--- src/rtl/systolic_skew_feeder.sv ---
// Streams L words from a one-cycle registered-read SRAM into a systolic array,
// delaying lane r by r+1 stages to form the skewed wavefront.
module systolic_skew_feeder #(
  parameter int ARRAY_SIZE = 8,
  parameter int DATA_WIDTH = 8,
  parameter int ADDR_WIDTH = 10,
  parameter int LEN_WIDTH  = 8
) (
  input  logic                             clk,
  input  logic                             srstn,
  input  logic                             start,
  input  logic [ADDR_WIDTH-1:0]            base_addr,
  input  logic [LEN_WIDTH-1:0]             len,
  input  logic                             feed_stall,
  output logic [ADDR_WIDTH-1:0]            sram_raddr,
  input  logic [ARRAY_SIZE*DATA_WIDTH-1:0] sram_rdata,
  output logic [ARRAY_SIZE*DATA_WIDTH-1:0] feed_data,
  output logic                             feed_valid,
  output logic                             busy,
  output logic                             done
);

  typedef enum logic [1:0] {IDLE, READ, DRAIN, DONE} state_t;

  state_t                  r_state;
  state_t                  w_stateNext;
  logic [ADDR_WIDTH-1:0]   r_addr;
  logic [ADDR_WIDTH-1:0]   r_lastAddr;
  logic [LEN_WIDTH-1:0]    r_left;
  logic                    r_rdValid;
  logic [ARRAY_SIZE-1:0]   r_vld;
  logic [ARRAY_SIZE-1:0]   w_vldNext;
  logic [ADDR_WIDTH-1:0]   w_raddr;
  logic                    w_active;
  logic                    w_shift;
  logic                    w_drainEnd;
  logic                    w_clear;

  assign w_active   = (r_state == READ) || (r_state == DRAIN);
  assign w_shift    = w_active && !feed_stall;
  assign w_vldNext  = {r_vld[ARRAY_SIZE-2:0], r_rdValid};
  assign w_drainEnd = (r_state == DRAIN) && !feed_stall && (w_vldNext == '0);
  // Pipeline is wiped outside a run so no lane can leak words into the next one.
  assign w_clear    = !w_active || w_drainEnd;

  always_ff @(posedge clk or negedge srstn) begin
    if (!srstn) begin
      r_state <= IDLE;
    end else begin
      r_state <= w_stateNext;
    end
  end

  always_comb begin
    w_stateNext = r_state;
    case (r_state)
      IDLE: begin
        if (start) begin
          w_stateNext = (len == '0) ? DONE : READ;
        end
      end
      READ: begin
        if (!feed_stall && (r_left == '0)) begin
          w_stateNext = DRAIN;
        end
      end
      DRAIN: begin
        if (w_drainEnd) begin
          w_stateNext = DONE;
        end
      end
      DONE: begin
        w_stateNext = IDLE;
      end
      default: begin
        w_stateNext = IDLE;
      end
    endcase
  end

  // On stall, re-present the address already in flight so sram_rdata stays put.
  always_comb begin
    w_raddr = '0;
    if (w_active) begin
      w_raddr = feed_stall ? r_lastAddr : r_addr;
    end
  end

  assign sram_raddr = w_raddr;

  always_ff @(posedge clk or negedge srstn) begin
    if (!srstn) begin
      r_addr     <= '0;
      r_left     <= '0;
      r_lastAddr <= '0;
      r_rdValid  <= 1'b0;
    end else begin
      r_lastAddr <= w_raddr;
      case (r_state)
        IDLE: begin
          r_rdValid <= 1'b0;
          if (start && (len != '0)) begin
            r_addr <= base_addr;
            r_left <= len - LEN_WIDTH'(1);
          end
        end
        READ: begin
          if (!feed_stall) begin
            r_rdValid <= 1'b1;
            if (r_left != '0) begin
              r_addr <= r_addr + ADDR_WIDTH'(1);
              r_left <= r_left - LEN_WIDTH'(1);
            end
          end
        end
        DRAIN: begin
          if (!feed_stall) begin
            r_rdValid <= 1'b0;
          end
        end
        default: begin
          r_rdValid <= 1'b0;
        end
      endcase
    end
  end

  // r_vld[k] marks that stage k of every lane holds a real word (lane k's output).
  always_ff @(posedge clk or negedge srstn) begin
    if (!srstn) begin
      r_vld <= '0;
    end else if (w_clear) begin
      r_vld <= '0;
    end else if (w_shift) begin
      r_vld <= w_vldNext;
    end
  end

  assign feed_valid = |r_vld;
  assign busy       = (r_state != IDLE);
  assign done       = (r_state == DONE);

  for (genvar gLane = 0; gLane < ARRAY_SIZE; gLane++) begin : g_lane
    logic [DATA_WIDTH-1:0] r_stage [gLane+1];
    logic [DATA_WIDTH-1:0] w_in;

    assign w_in = r_rdValid ? sram_rdata[gLane*DATA_WIDTH +: DATA_WIDTH] : '0;

    always_ff @(posedge clk or negedge srstn) begin
      if (!srstn) begin
        for (int k = 0; k <= gLane; k++) begin
          r_stage[k] <= '0;
        end
      end else if (w_clear) begin
        for (int k = 0; k <= gLane; k++) begin
          r_stage[k] <= '0;
        end
      end else if (w_shift) begin
        r_stage[0] <= w_in;
        for (int k = 1; k <= gLane; k++) begin
          r_stage[k] <= r_stage[k-1];
        end
      end
    end

    assign feed_data[gLane*DATA_WIDTH +: DATA_WIDTH] = r_stage[gLane];
  end

endmodule

--- config.mk ---
export PLATFORM = sky130hd
export DESIGN_NAME = systolic_skew_feeder
export DESIGN_NICKNAME = d
export VERILOG_FILES = /design/src/rtl/systolic_skew_feeder.sv
export SDC_FILE = /design/constraint.sdc
export NUM_CORES = 1
export LEC_CHECK = 0
export CORE_AREA = 2 2 152 154
export DETAILED_ROUTE_END_ITERATION = 12
export DIE_AREA = 0 0 154 156
export DONT_BUFFER_PORTS = 1
export PLACE_DENSITY_LB_ADDON = 0.05
export REMOVE_ABC_BUFFERS = 1
export SLEW_MARGIN = 20
export SYNTH_ARGS = -nofsm -noshare
export SYNTH_HDL_FRONTEND = slang
export SYNTH_SLANG_ARGS = --single-unit
export TNS_END_PERCENT = 20
--- constraint.sdc ---
create_clock -name clk -period 3.8 [get_ports clk]
set_input_delay 0.95 -clock clk [delete_from_list [all_inputs] [get_ports clk]]
set_output_delay 0.95 -clock clk [all_outputs]
set_load 0.005 [all_outputs]
=== Yosys cells after proc, flatten, opt, wreduce, memory -nomap -nowiden ===
Cells that the tools add are included.

* Bits in registers: 327
* Output and inout bits: 77

* $add $sub $neg: 3
* Equal/unequal tests: 10
* Muxes and demuxes: 44
* Reductions and logical operators: 22

{| class="wikitable"
|+ Operator list
! cell !! number
|-
| 2-to-1 mux 64 bit || 2
|-
| 2-to-1 mux 8 bit || 15
|-
| 2-to-1 mux 56 bit || 2
|-
| 2-to-1 mux 48 bit || 2
|-
| 2-to-1 mux 40 bit || 2
|-
| 2-to-1 mux 32 bit || 2
|-
| 2-to-1 mux 10 bit || 5
|-
| 2-to-1 mux 24 bit || 2
|-
| 2-to-1 mux 16 bit || 2
|-
| logical NOT 8 bit || 3
|-
| one-hot mux 10 bit (2 select lines) || 1
|-
| one-hot mux 8 bit (2 select lines) || 1
|-
| nonzero test 8 bit || 2
|-
| subtractor 8 x 1 -> 8 bit (second input constant) || 2
|-
| adder 10 x 1 -> 10 bit (second input constant) || 1
|-
| != test 2 bit (second input constant) || 5
|-
| 2-to-1 mux 2 bit || 4
|-
| one-hot mux 2 bit (4 select lines) || 1
|-
| OR reduction 8 bit || 1
|-
| nonzero test 2 bit || 3
|-
| logical AND 1 bit || 5
|-
| == test 2 bit (second input constant) || 2
|-
| != test 2 x 1 -> 1 bit (second input constant) || 2
|-
| AND reduction 4 bit || 1
|-
| 8 further kinds || 11
|}

=== Logic depth before layout (Yosys ltp) ===
* Depth in word-level cells: 5
* Mapped depth: 13

=== Worst setup path after synthesis ===
No wires, ideal clock.

* Path type: input -> output
* Start: in feed_stall
* End: out sram_raddr[2]
* Arrival: 2191 ps
* Required time: 2850 ps
* Slack: 659 ps
* Cell stages on the path: 5
* Buffers on the path: 3
* Cells stage by stage: clkbuf_1 > clkbuf_1 > buf_1 > mux2i_1 > nor2b_1

* Word-level cells in the longest chain between the ends: 2

{| class="wikitable"
|+ RTL lines
! what !! line !! text
|-
| start, declared || 14 || <nowiki>input logic feed_stall,</nowiki>
|-
| 2-to-1 mux 10 bit || 85 || <nowiki>w_raddr = feed_stall ? r_lastAddr : r_addr;</nowiki>
|-
| 2-to-1 mux 10 bit || 84 || <nowiki>if (w_active) begin</nowiki>
|-
| end, declared || 15 || <nowiki>output logic [ADDR_WIDTH-1:0] sram_raddr,</nowiki>
|}

Every way passes these cells.

=== Final worst setup path ===
* Start: reg r_vld[0]
* End: out feed_valid

* Word-level cells in the longest chain between the ends: 1

{| class="wikitable"
|+ RTL lines
! what !! line !! text
|-
| start, declared || 31 || <nowiki>logic [ARRAY_SIZE-1:0] r_vld;</nowiki>
|-
| start signal, assigned || 135 || <nowiki>r_vld <= w_vldNext;</nowiki>
|-
| OR reduction 8 bit || 139 || <nowiki>assign feed_valid = |r_vld;</nowiki>
|-
| end, declared || 18 || <nowiki>output logic feed_valid,</nowiki>
|}

Every way passes these cells.

==> key figures <==
STA
  • Min setup slack post-route: 0.734 ns
  • RSZ-0062 raised after global routing: false
  • Tmin final: 3.07 ns
  • Fin. Hold Viols: 0
  • Final period utilization: 0.807
  • Fmax: 326 MHz
  • Setup TNS: 0 ns
  • Relative slew slack: 0.357
  • Worst Max-Slew Pin Slew: 0.960 ns
  • Setup violations, final: 0
  • Final Max Tran Viols: 0
  • WHS: 0.150 ns
  • Fin Clk Skew: 0.00940 ns

Global routing
  • Gr ovfl total: 0
  • Pin count of the biggest net entering global routing: 328
  • Total Routing Usage GR: 0.209
  • Antenna violations before repair: 0
  • First-pass GRT wire length: 40,900 um
  • Vias in the first global route: 7,863

Place
  • Dpl hpwl: 13,400 um
  • Worst slack at placement: 0.867 ns
  • PortBufs: 0
  • GPL Wtd Cong: 0.821
  • Placed Area: 13,600 um2
  • Placed Instances: 1,328

Synthesis
  • Post-synth EDFFs: 0
  • Fraction of the mapped netlist area in adder cells: 0.00631
  • Warnings, synthesis: 0
  • Gate Count Post-Synth: 1,169
  • Synthesized area per cell: 11.9 um2
  • Synth cell types: 55
  • Post-Syn Area: 13,900 um2
  • Synth Area in XOR/XNOR: 0.00252
  • Seq/Total Area, Yosys: 0.589
  • Synth Area in Simple Gates: 0.0957
  • Area leader, netlist: dfrtp_1
  • Yosys reg bits: 327
  • Post-synthesis mux area share: 0.179
  • Synth top area share: 0.589
  • Synth Area in Compound Gates: 0.0715
  • Async set-or-reset flop fraction in the synthesized netlist: 1.00
  • Largest family of logic cells by synthesized area: multiplexers
  • Synth top area cells: dfrtp_1 59%, mux2i_1 18%, nor2_1 6.8%, a22o_1 4.0%, buf_4 3.0%
  • Most common flop cell mapped by yosys: dfrtp_1

Critical path
  • Slowest-stage cell, CP: or4b_2
  • Reg2reg end: r_left[5]
  • Worst-path fanout max: 3
  • Critical Path End: feed_valid
  • Max stage delay on crit path: 0.68 ns
  • CP Launch Point: r_vld[0]
  • Crit. End Element: output pin
  • Nature of the critical path startpoint: flip-flop
  • Arr. time, crit path: 2.12 ns
  • Critical Path RT: 2.85 ns
  • FF-to-FF path depth: 7
  • Origin of the critical flop-to-flop path: r_state[1]
  • Critical path, cell by cell: or4_1 -> or4b_2
  • R2R Setup Slk: 1.25 ns
  • Critical path type: reg2out

Power
  • Leakage: 7.42 nW
  • Pwr Total: 9.79 mW
  • IR Drop Worst-Case VDD: 838 uV
  • Power Dens Cells: 664 nW/um2

Layout
  • N_diodes: 0
  • Fraction of layout cells with a size suffix above 1: 0.0653
  • Utilization after layout: 0.659
  • Final #Nets: 1,173
  • Final Cell Area: 14,700 um2
  • Non-filler cells, final: 1,387
  • Area grow syn2layout: 6.13%
  • Fillers: 1,689

Job
  • Max-Cap Viols: 0

Floorplanning
  • # rows: 55
  • Die span in x: 154 um
  • Initial core utilization: 0.621
  • Die Area: 24,000 um2
  • Total core area: 22,400 um2
  • Die H: 156 um
  • Total I/O pin count: 163

Routing
  • Post-route DRC: 0
  • DRT Pass-1 Iters: 5
  • Via count: 8,096
  • Routed Antenna Nets: 0
  • Total wire length: 24,700 um
  • Vias per Instance: 5.84
  • Drt wl/cell: 17.8 um
  • Iter 0 DRT Violations: 696

Clock network
  • Post-CTS Hold Fix Bufs: 0
  • Post-CTS sizing: 0
  • Clk pin slew, worst setup/hold paths: 0.06 ns
  • Root Buffer Master: clkbuf_16
  • Bufs on Longest Clock Path: 3
  • Clk Latency, worst-skew pair: 0.51 ns
  • Clock tree from TritonCTS: done
  • Clock buffer count from CTS: 35
  • Setup Buffers After CTS: 0
  • H-tree depth: 2
  • Total clock sinks: 327

Status
  • Status: finished clean

Min path
  • Hold Path Class: in2async
registers in the layout, indices dropped and copies added (netlist names):
name	flops
r_addr	10
r_lastAddr	10
r_vld	8
g_lane.r_stage	232
r_left	8
r_rdValid	1
feed_data	56
r_state	2
metal layers:
| metal | track usage | vias up | wire length, um |
|---|---|---|---|
| li1 | - | 3813 | - |
| met1 | 0.305 | 4033 | 11200 |
| met4 | 0.0552 | 0 | 396 |
| met5 | 0 | - | 0 |
| met2 | 0.301 | 213 | 11000 |
| met3 | 0.0722 | 37 | 2150 |
worst min-delay path by stage:
stage / startpoint / endpoint / slack [ns] / cells after the start
finish: srstn / r_left[4] / 0.15 / 0
global route: srstn / r_vld[6] / 0.12 / 0
CTS: srstn / r_left[4] / 0.13 / 0
detailed placement: g_lane[7].r_stage[62] / g_lane[7].r_stage[62] / 0.48 / 1
global placement: g_lane[4].r_stage[33] / g_lane[4].r_stage[33] / 0.48 / 1
floorplan: r_vld[0] / r_vld[0] / 0.46 / 1
synth_stat cells (all sizes together) (3+ instances only):
cell,number
or4,4
o21ai,13
dfrtp,327
o22ai,9
buf,92
clkbuf,40
a21oi,17
nor4,3
ha,7
o211ai,4
nor2,250
mux2i,248
nand3,6
nand2,19
a22o,64
nor3,10
nor2b,10
inv,8
critical path: cells and delay by family, from the launching register on:
family | cells | cell delay (ns)
DFF | 1 | 0.39
and+or+nand+nor | 2 | 1.23
cell usage in the layout, fill, tap and decap left out, types with 9 or more instances in the layout:
master / count
clkbuf_16: 35
o21ai_0: 9
nand2_1: 19
mux2i_1: 248
nor3_1: 9
nor2b_1: 10
a21oi_1: 17
dfrtp_1: 327
a22o_1: 64
nor2_1: 249
clkbuf_8: 12
where the power goes:
| part | leakage (nW) | internal [mW] | switching, mW |
|---|---|---|---|
| clock | 0.572 | 2.05 | 1.31 |
| sequential | 4.50 | 3.85 | 0.294 |
| combinational | 2.34 | 0.699 | 1.59 |
area by class of cell:
cell class	instances	area, um2	share of cell area
well taps	285	357	0.0242
inverters	8	30.0	0.00204
clock inverters	7	88.8	0.00603
flip-flops and latches	327	8180	0.555
repair buffers	6	70.1	0.00476
multi-input cells	702	4950	0.336
clock buffers	52	1060	0.0719
cell families (layout without fill, tap and decap cells):
group	Yosys count	in the layout
flip-flops	327	327
AND/OR/NAND/NOR	317	317
multiplexers	248	248
buffers and inverters	140	73
AO/OA/AOI/OAI	126	126
adder cells (fa/ha/maj)	7	7
XOR/XNOR	4	4
Note: power is estimated with default switching activity, not from simulation.
